==> src/rtl/alu_unit_dispatcher.sv <==
// Registered ALU command dispatcher: one command in flight, one-hot unit enable held until
// the selected unit reports done or the timeout expires, then a single-cycle result strobe.
module alu_unit_dispatcher #(
  parameter int NUM_UNITS = 4,
  parameter int SEL_W     = 2,
  parameter int DATA_W    = 16,
  parameter int TIMEOUT   = 8
) (
  input  logic                        CLK,
  input  logic                        RST,
  input  logic                        cmd_valid,
  output logic                        cmd_ready,
  input  logic [SEL_W-1:0]            cmd_sel,
  output logic [NUM_UNITS-1:0]        unit_en,
  input  logic [NUM_UNITS-1:0]        unit_done,
  input  logic [NUM_UNITS*DATA_W-1:0] unit_result,
  output logic                        res_valid,
  output logic [DATA_W-1:0]           res_data,
  output logic                        res_err
);

  typedef enum logic {IDLE, BUSY} state_t;

  localparam int CNT_W = 8;
  localparam logic [CNT_W-1:0] CNT_LAST = CNT_W'(TIMEOUT - 1);

  state_t                state_q, state_d;
  logic [SEL_W-1:0]      sel_q, sel_d;
  logic [CNT_W-1:0]      cnt_q, cnt_d;
  logic [NUM_UNITS-1:0]  unit_en_q, unit_en_d;
  logic                  res_valid_q, res_valid_d;
  logic [DATA_W-1:0]     res_data_q, res_data_d;
  logic                  res_err_q, res_err_d;
  logic [31:0]           cmd_sel_ext;

  assign cmd_sel_ext = 32'(cmd_sel);

  always_ff @(posedge CLK or posedge RST) begin
    if (RST) begin
      state_q     <= IDLE;
      sel_q       <= '0;
      cnt_q       <= '0;
      unit_en_q   <= '0;
      res_valid_q <= 1'b0;
      res_data_q  <= '0;
      res_err_q   <= 1'b0;
    end else begin
      state_q     <= state_d;
      sel_q       <= sel_d;
      cnt_q       <= cnt_d;
      unit_en_q   <= unit_en_d;
      res_valid_q <= res_valid_d;
      res_data_q  <= res_data_d;
      res_err_q   <= res_err_d;
    end
  end

  always_comb begin
    state_d     = state_q;
    sel_d       = sel_q;
    cnt_d       = cnt_q;
    unit_en_d   = unit_en_q;
    res_valid_d = 1'b0;
    res_data_d  = res_data_q;
    res_err_d   = res_err_q;

    case (state_q)
      IDLE: begin
        if (cmd_valid) begin
          if (cmd_sel_ext < NUM_UNITS) begin
            sel_d     = cmd_sel;
            unit_en_d = {{(NUM_UNITS-1){1'b0}}, 1'b1} << cmd_sel;
            cnt_d     = '0;
            state_d   = BUSY;
          end else begin
            // Out-of-range select is answered immediately without touching any unit.
            res_valid_d = 1'b1;
            res_err_d   = 1'b1;
            res_data_d  = '0;
          end
        end
      end
      BUSY: begin
        if (cnt_q != CNT_LAST) cnt_d = cnt_q + 1'b1;
        // Done is checked first so a completion on the last allowed cycle still succeeds.
        if (unit_done[sel_q]) begin
          res_valid_d = 1'b1;
          res_err_d   = 1'b0;
          res_data_d  = unit_result[sel_q*DATA_W +: DATA_W];
          unit_en_d   = '0;
          state_d     = IDLE;
        end else if (cnt_q == CNT_LAST) begin
          res_valid_d = 1'b1;
          res_err_d   = 1'b1;
          res_data_d  = '0;
          unit_en_d   = '0;
          state_d     = IDLE;
        end
      end
      default: state_d = IDLE;
    endcase
  end

  assign cmd_ready = (state_q == IDLE);
  assign unit_en   = unit_en_q;
  assign res_valid = res_valid_q;
  assign res_data  = res_data_q;
  assign res_err   = res_err_q;

endmodule

==> config.mk <==
export PLATFORM = sky130hd
export DESIGN_NAME = alu_unit_dispatcher
export DESIGN_NICKNAME = d
export VERILOG_FILES = /design/src/rtl/alu_unit_dispatcher.sv
export SDC_FILE = /design/constraint.sdc
export NUM_CORES = 1
export LEC_CHECK = 0
export BUFFER_PORTS_ARGS = -buffer_cell sky130_fd_sc_hd__clkbuf_2
export CELL_PAD_IN_SITES_DETAIL_PLACEMENT = 1
export CELL_PAD_IN_SITES_GLOBAL_PLACEMENT = 2
export CORE_MARGIN = 5
export CORE_UTILIZATION = 30
export CTS_BUF_LIST = sky130_fd_sc_hd__clkbuf_2 sky130_fd_sc_hd__clkbuf_4 sky130_fd_sc_hd__clkbuf_8
export DETAILED_ROUTE_END_ITERATION = 10
export PLACE_DENSITY = 0.95
export SLEW_MARGIN = 20
export SYNTH_ARGS = -nofsm -noshare
export SYNTH_HDL_FRONTEND = slang
export SYNTH_SLANG_ARGS = --single-unit
export TNS_END_PERCENT = 100
==> constraint.sdc <==
create_clock -name CLK -period 4 [get_ports CLK]
set_input_delay 0.4 -clock CLK [delete_from_list [all_inputs] [get_ports CLK]]
set_output_delay 0.4 -clock CLK [all_outputs]
set_load 0.1 [all_outputs]
---- Yosys cells after proc, flatten, opt, wreduce, memory -nomap -nowiden ----
Index checks and enable logic that the tools add are counted.
cells by class
  add/subtract/negate cells ............... 1
  magnitude comparators ................... 2
  equality and inequality tests ........... 7
  shift operators ......................... 2
  mux-type cells .......................... 31
  bitwise logic cells ..................... 1
  reduce and logical (&&, ||, !) cells .... 4
operators with widths
  kind                                                        count
  two-way mux 16 bit                                          4
  variable part select 64 x 7 -> 16 bit                       1
  one-hot mux 16 bit (2 select lines)                         1
  two-way mux 8 bit                                           3
  two-way mux 4 bit                                           4
  one-hot mux 8 bit (2 select lines)                          1
  two-way mux 1 bit                                           13
  AND reduction 3 bit                                         4
  adder 8 x 1 -> 8 bit, second input constant                 1
  == test 8 x 3 -> 1 bit, second input constant               1
  inequality test 8 x 3 -> 1 bit, second input constant       1
  one-hot mux 4 bit (2 select lines)                          1
  less-than comparator 2 x 3 -> 1 bit, second input constant  2
  one-hot mux 1 bit (2 select lines)                          3
  inequality test 2 x 1 -> 1 bit, second input constant       2
  inequality test 2 bit, second input constant                2
  << shifter 1 x 2 -> 4 bit, first input constant             1
  inequality test 3 x 1 -> 1 bit, second input constant       1
  binary-select mux 1 bit (select 2 bit)                      1
  inverter 1 bit                                              1
word-level totals
  bits in registers ....................... 33
  input bits .............................. 73
  output and inout port bits .............. 23
  word-level logic and storage cells ...... 55

---- Longest topological paths before layout ----
  depth in word-level cells ............... 4
  depth in mapped cells ................... 7
  mapped depth without buffers ............ 6

---- Worst setup path after synthesis ----
Ideal clock, no wire load.
  path kind ............................... register to register
  from .................................... reg sel_q[0]
  to ...................................... reg res_data_q[0] (netlist: res_data[0])
  library setup time ...................... 122 ps
  arrival time ............................ 1611 ps
  data required time ...................... 3878 ps
  slack ................................... 2268 ps
  cell stages (with the launch flop) ...... 7
  path buffers ............................ 3
  period minus slack after synthesis ...... 1732 ps
  path through ............................ dfrtp_1 buf_6 mux4_2 and2_4 buf_6 buf_6 a22o_1
on the way
  cells in the longest elaborated chain, start to end .. 4
  elaborated cells between the ends (all ways) .. 7
  classes of those cells .................. 1 x eq/ne; 1 x shift; 4 x mux; 1 x reduce/logical
ends and longest elaborated chain
  item                                                                           RTL line  RTL
  start: declaration                                                             28        logic [SEL_W-1:0] sel_q, sel_d;
  start signal: assignment                                                       49        sel_q <= sel_d;
  branches (longest 4 deep; another with variable part select 64 x 7 -> 16 bit)  --
  end signal: assignment                                                         53        res_data_q <= res_data_d;
  end: declaration                                                               32        logic [DATA_W-1:0] res_data_q, res_data_d;
Several ways; the timed one is not identified. The select of a mux whose other input is x is not followed.
A chain may end at the register's enable or synchronous reset.

---- Worst setup path after layout ----
  from .................................... reg sel_q[1]
  to ...................................... reg unit_en_q[3] (netlist: unit_en[3])
on the way
  cells in the longest elaborated chain, start to end .. 4
  elaborated cells between the ends (all ways) .. 6
  classes of those cells .................. 1 x eq/ne; 4 x mux; 1 x reduce/logical
ends and longest elaborated chain
  item                                                                                        RTL line  RTL
  binary-select mux 1 bit (select 2 bit) (*)                                                  86        if (unit_done[sel_q]) begin
  two-way mux 1 bit (not written as such) (*)                                                 86
  inequality test 3 x 1 -> 1 bit (no source line) or two-way mux 4 bit (tied branches)        --
  AND reduction 3 bit (no source line) or one-hot mux 4 bit (2 select lines) (tied branches)  --
  end signal: assignment                                                                      51        unit_en_q <= unit_en_d;
  end: declaration                                                                            30        logic [NUM_UNITS-1:0] unit_en_q, unit_en_d;
Every way passes the cells marked *; elsewhere a longest branch is shown, timed or not. The select of a mux whose other input is x is not followed.

==> key figures <==
STA
  – Max-slew headroom at the worst pin: 0.477
  – Final hold vios: 0
  – Setup TNS: 0 ns
  – Min Hold Slack: around 0.18 ns
  – Final worst slack: between 1.5 and 2 ns
  – Clock Skew: 0.00538 ns
  – Worst Tran Pin Value: 0.784 ns
  – Min Clock Period, post-route: 2.08 ns
  – Tcrit/Tclk final: 0.520
  – Peak Freq: 480 MHz
  – RSZ-0062 raised after global routing: false
  – Final slew viol count: 0
  – Final Setup Violations: 0

Cells and area
  – Commonest non-fill, non-tap cell in the layout: clkbuf_2
  – Cell Count, Final, Fillers Out: 306
  – Leading cell types in the layout, fill and taps excluded: 95 x clkbuf_2, 33 x dfrtp_1, 16 x a22o_1
  – Layout net count: approximately 300
  – Layout filler cell count: approximately 700
  – Diode count: 0
  – Area growth syn-to-layout: 34.1%
  – Share of layout cells above drive strength 1: 0.554
  – Final Util: 0.411

Clocking
  – Clock tree buffer depth: 2
  – CTS Sinks: 33
  – CTS root buf: clkbuf_8
  – Post_cts resized: 0
  – H-tree levels: 2
  – Worst skew pair latency: 0.28 ns
  – Hold_buf cts: 0
  – Num CTS Buffers: 5
  – Clock slew seen by the registers of the worst setup and hold paths: roughly 0.070 ns
  – CTS tree: done
  – Setup Buffers After CTS: 0

Synth
  – Synth Area per Inst: 13.3 um2
  – Synth unique cells: 31
  – Synth Instances: 136
  – Syn Nets: 210
  – Post-synthesis sequential area ratio: 0.458
  – Synthesized cell area: 1800 um2
  – Yosys warning total: 0
  – #FFs+latches synth: 33

Placed design
  – Final Wtd Congestion: 0.790
  – Worst slack, placed: 1.91 ns
  – DP HPWL: a little over 4000 um
  – # placed instances: 298
  – # port buffers: 95

Power and ir drop
  – Leakage power: roughly 1.2 nW
  – Pwr Density: 987 nW/um2
  – VDD IR max: about 0.36 mV

Drt
  – Starting DRT DRC Count: 50
  – Via count: approximately 1600
  – Via-to-Cell Ratio: 5.13
  – Post-route DRC: 0
  – Routed met2 length: 2500 um
  – DRT met1 WL: about 2100 um
  – Top sig layer: met4
  – DR WL/cell: 16.5 um
  – Drt pass-1 iters: 4
  – Met3 Wirelength: around 350 um
  – DRT Wirelength: 5040 um
  – Antenna-violating nets left: 0

Floorplan
  – Site row count: 28
  – DIE HEIGHT: 87.6 um
  – Core ar.: 5890 um2
  – Die ar.: around 7700 um2
  – Die width: 87.6 um
  – # IOs: between 90 and 100
  – Initial core utilization: 0.307

Global routing
  – Initial antenna violation count: 0
  – Vias in the first global route: 1821
  – Congestion Overflow GR: 0
  – Global-route wire length before repair: between 8000 and 9000 um
  – GRT Util Overall: 0.143
  – Largest net degree at the start of global routing: 34

Worst setup path
  – Worst Path Class, Setup: reg -> reg
  – Crit path required time: 4.21 ns
  – Worst setup SP type: flop
  – Critical Path Sink Type: flop
  – Worst-path fanout max: 18
  – Crit path DAT: 2.29 ns

Worst hold path
  – Hold Path Class: in -> async

Job
  – Max_cap viols: 0

Outcome
  – Outcome: complete, no violations
==> cells by family (layout without fill, tap and decap cells) <==
| group | after synthesis | after routing | share of synthesized area |
|---|---|---|---|
| AND/OR/NAND/NOR | 29 | 29 | 0.0929 |
| flip-flops | 33 | 33 | 0.458 |
| buffers and inverters | 15 | 110 | 0.0492 |
| AO/OA/AOI/OAI | 39 | 39 | 0.164 |
| adder cells (fa/ha/maj) | 1 | 1 | 0.00693 |
| multiplexers | 19 | 19 | 0.229 |
==> sequential cells by signal (all words and copies together) (netlist names) <==
signal	cells
cnt_q	8
res_data	16
res_err	1
res_valid	1
sel_q	2
state_q	1
unit_en	4
==> area by class of cell <==
class                           count  area (um2)  share of cell area
Clock buffer                        7        96.3              0.0398
Clock inverter                      1        5.00             0.00207
Tap cell                           75        93.8              0.0388
Sequential cell                    33         826               0.341
Multi-Input combinational cell     88         890               0.368
Inverter                            5        18.8             0.00776
Timing Repair Buffer               97         490               0.203
==> where the power goes <==
part	internal, mW	total [mW]	switching [mW]
combinational	0.420	1.50	1.08
clock	0.155	0.272	0.116
sequential	0.470	0.614	0.144
==> per-layer routing <==
metal  GRT usage  vias to the layer above
met2       0.236                       73
met1       0.183                      770
li1            -                      722
met5           0                        -
met4      0.0418                        0
met3      0.0405                        5
==> synthesized netlist by cell type <==
library cell	n	area [um2]
nor4b_1	1	8.76
inv_2	1	3.75
nand2b_1	2	12.5
o31ai_1	2	15.0
buf_6	4	45.0
o21ai_1	1	5.00
nand3_1	3	15.0
o21ai_0	6	30.0
and3_1	2	12.5
o211ai_1	2	15.0
ha_1	1	12.5
a31oi_1	3	18.8
o31ai_4	1	21.3
mux4_2	15	338
a21oi_1	7	35.0
nor2_1	8	30.0
nor3b_1	2	15.0
a22o_1	16	140
mux2_2	2	22.5
dfrtp_1	33	826
inv_1	4	15.0
nor3_4	1	16.3
buf_2	2	10.0
o21ai_4	1	16.3
nand4_1	2	12.5
nor3_1	2	10.0
nand2_1	4	15.0
and2_4	1	8.76
clkbuf_1	4	15.0
mux4_1	2	52.6
or4_4	1	11.3
==> final timing paths <==
path | from | endpoint | slack [ns] | cells past startpoint
worst min register to register | res_data[7] | res_data[7] | 0.51 | 1
max in group asynchronous | RST | res_data[2] | 3.52 | 3
worst min-delay path | RST | cnt_q[7] | 0.18 | 3
min in group CLK | cmd_sel[0] | sel_q[0] | 0.42 | 2
worst max-delay path | sel_q[1] | unit_en[3] | 1.92 | 4
worst max register to register | sel_q[1] | unit_en[3] | 1.92 | 4
==> through the flow <==
step	instance area, um2	power, mW
after floorplan	1800	1.90
after global placement	2320	2.11
after detailed placement	2320	2.15
after CTS	2420	2.42
after global routing	2420	2.53
final	2420	2.39
==> worst max-delay path, cell delays in order, from the launching register on <==
cell and delay [ns]:
dfrtp_1 0.85, mux4_2 0.46, o21ai_4 0.44, inv_2 0.12, nor2_1 0.13
(Power assumes the default switching activity.)
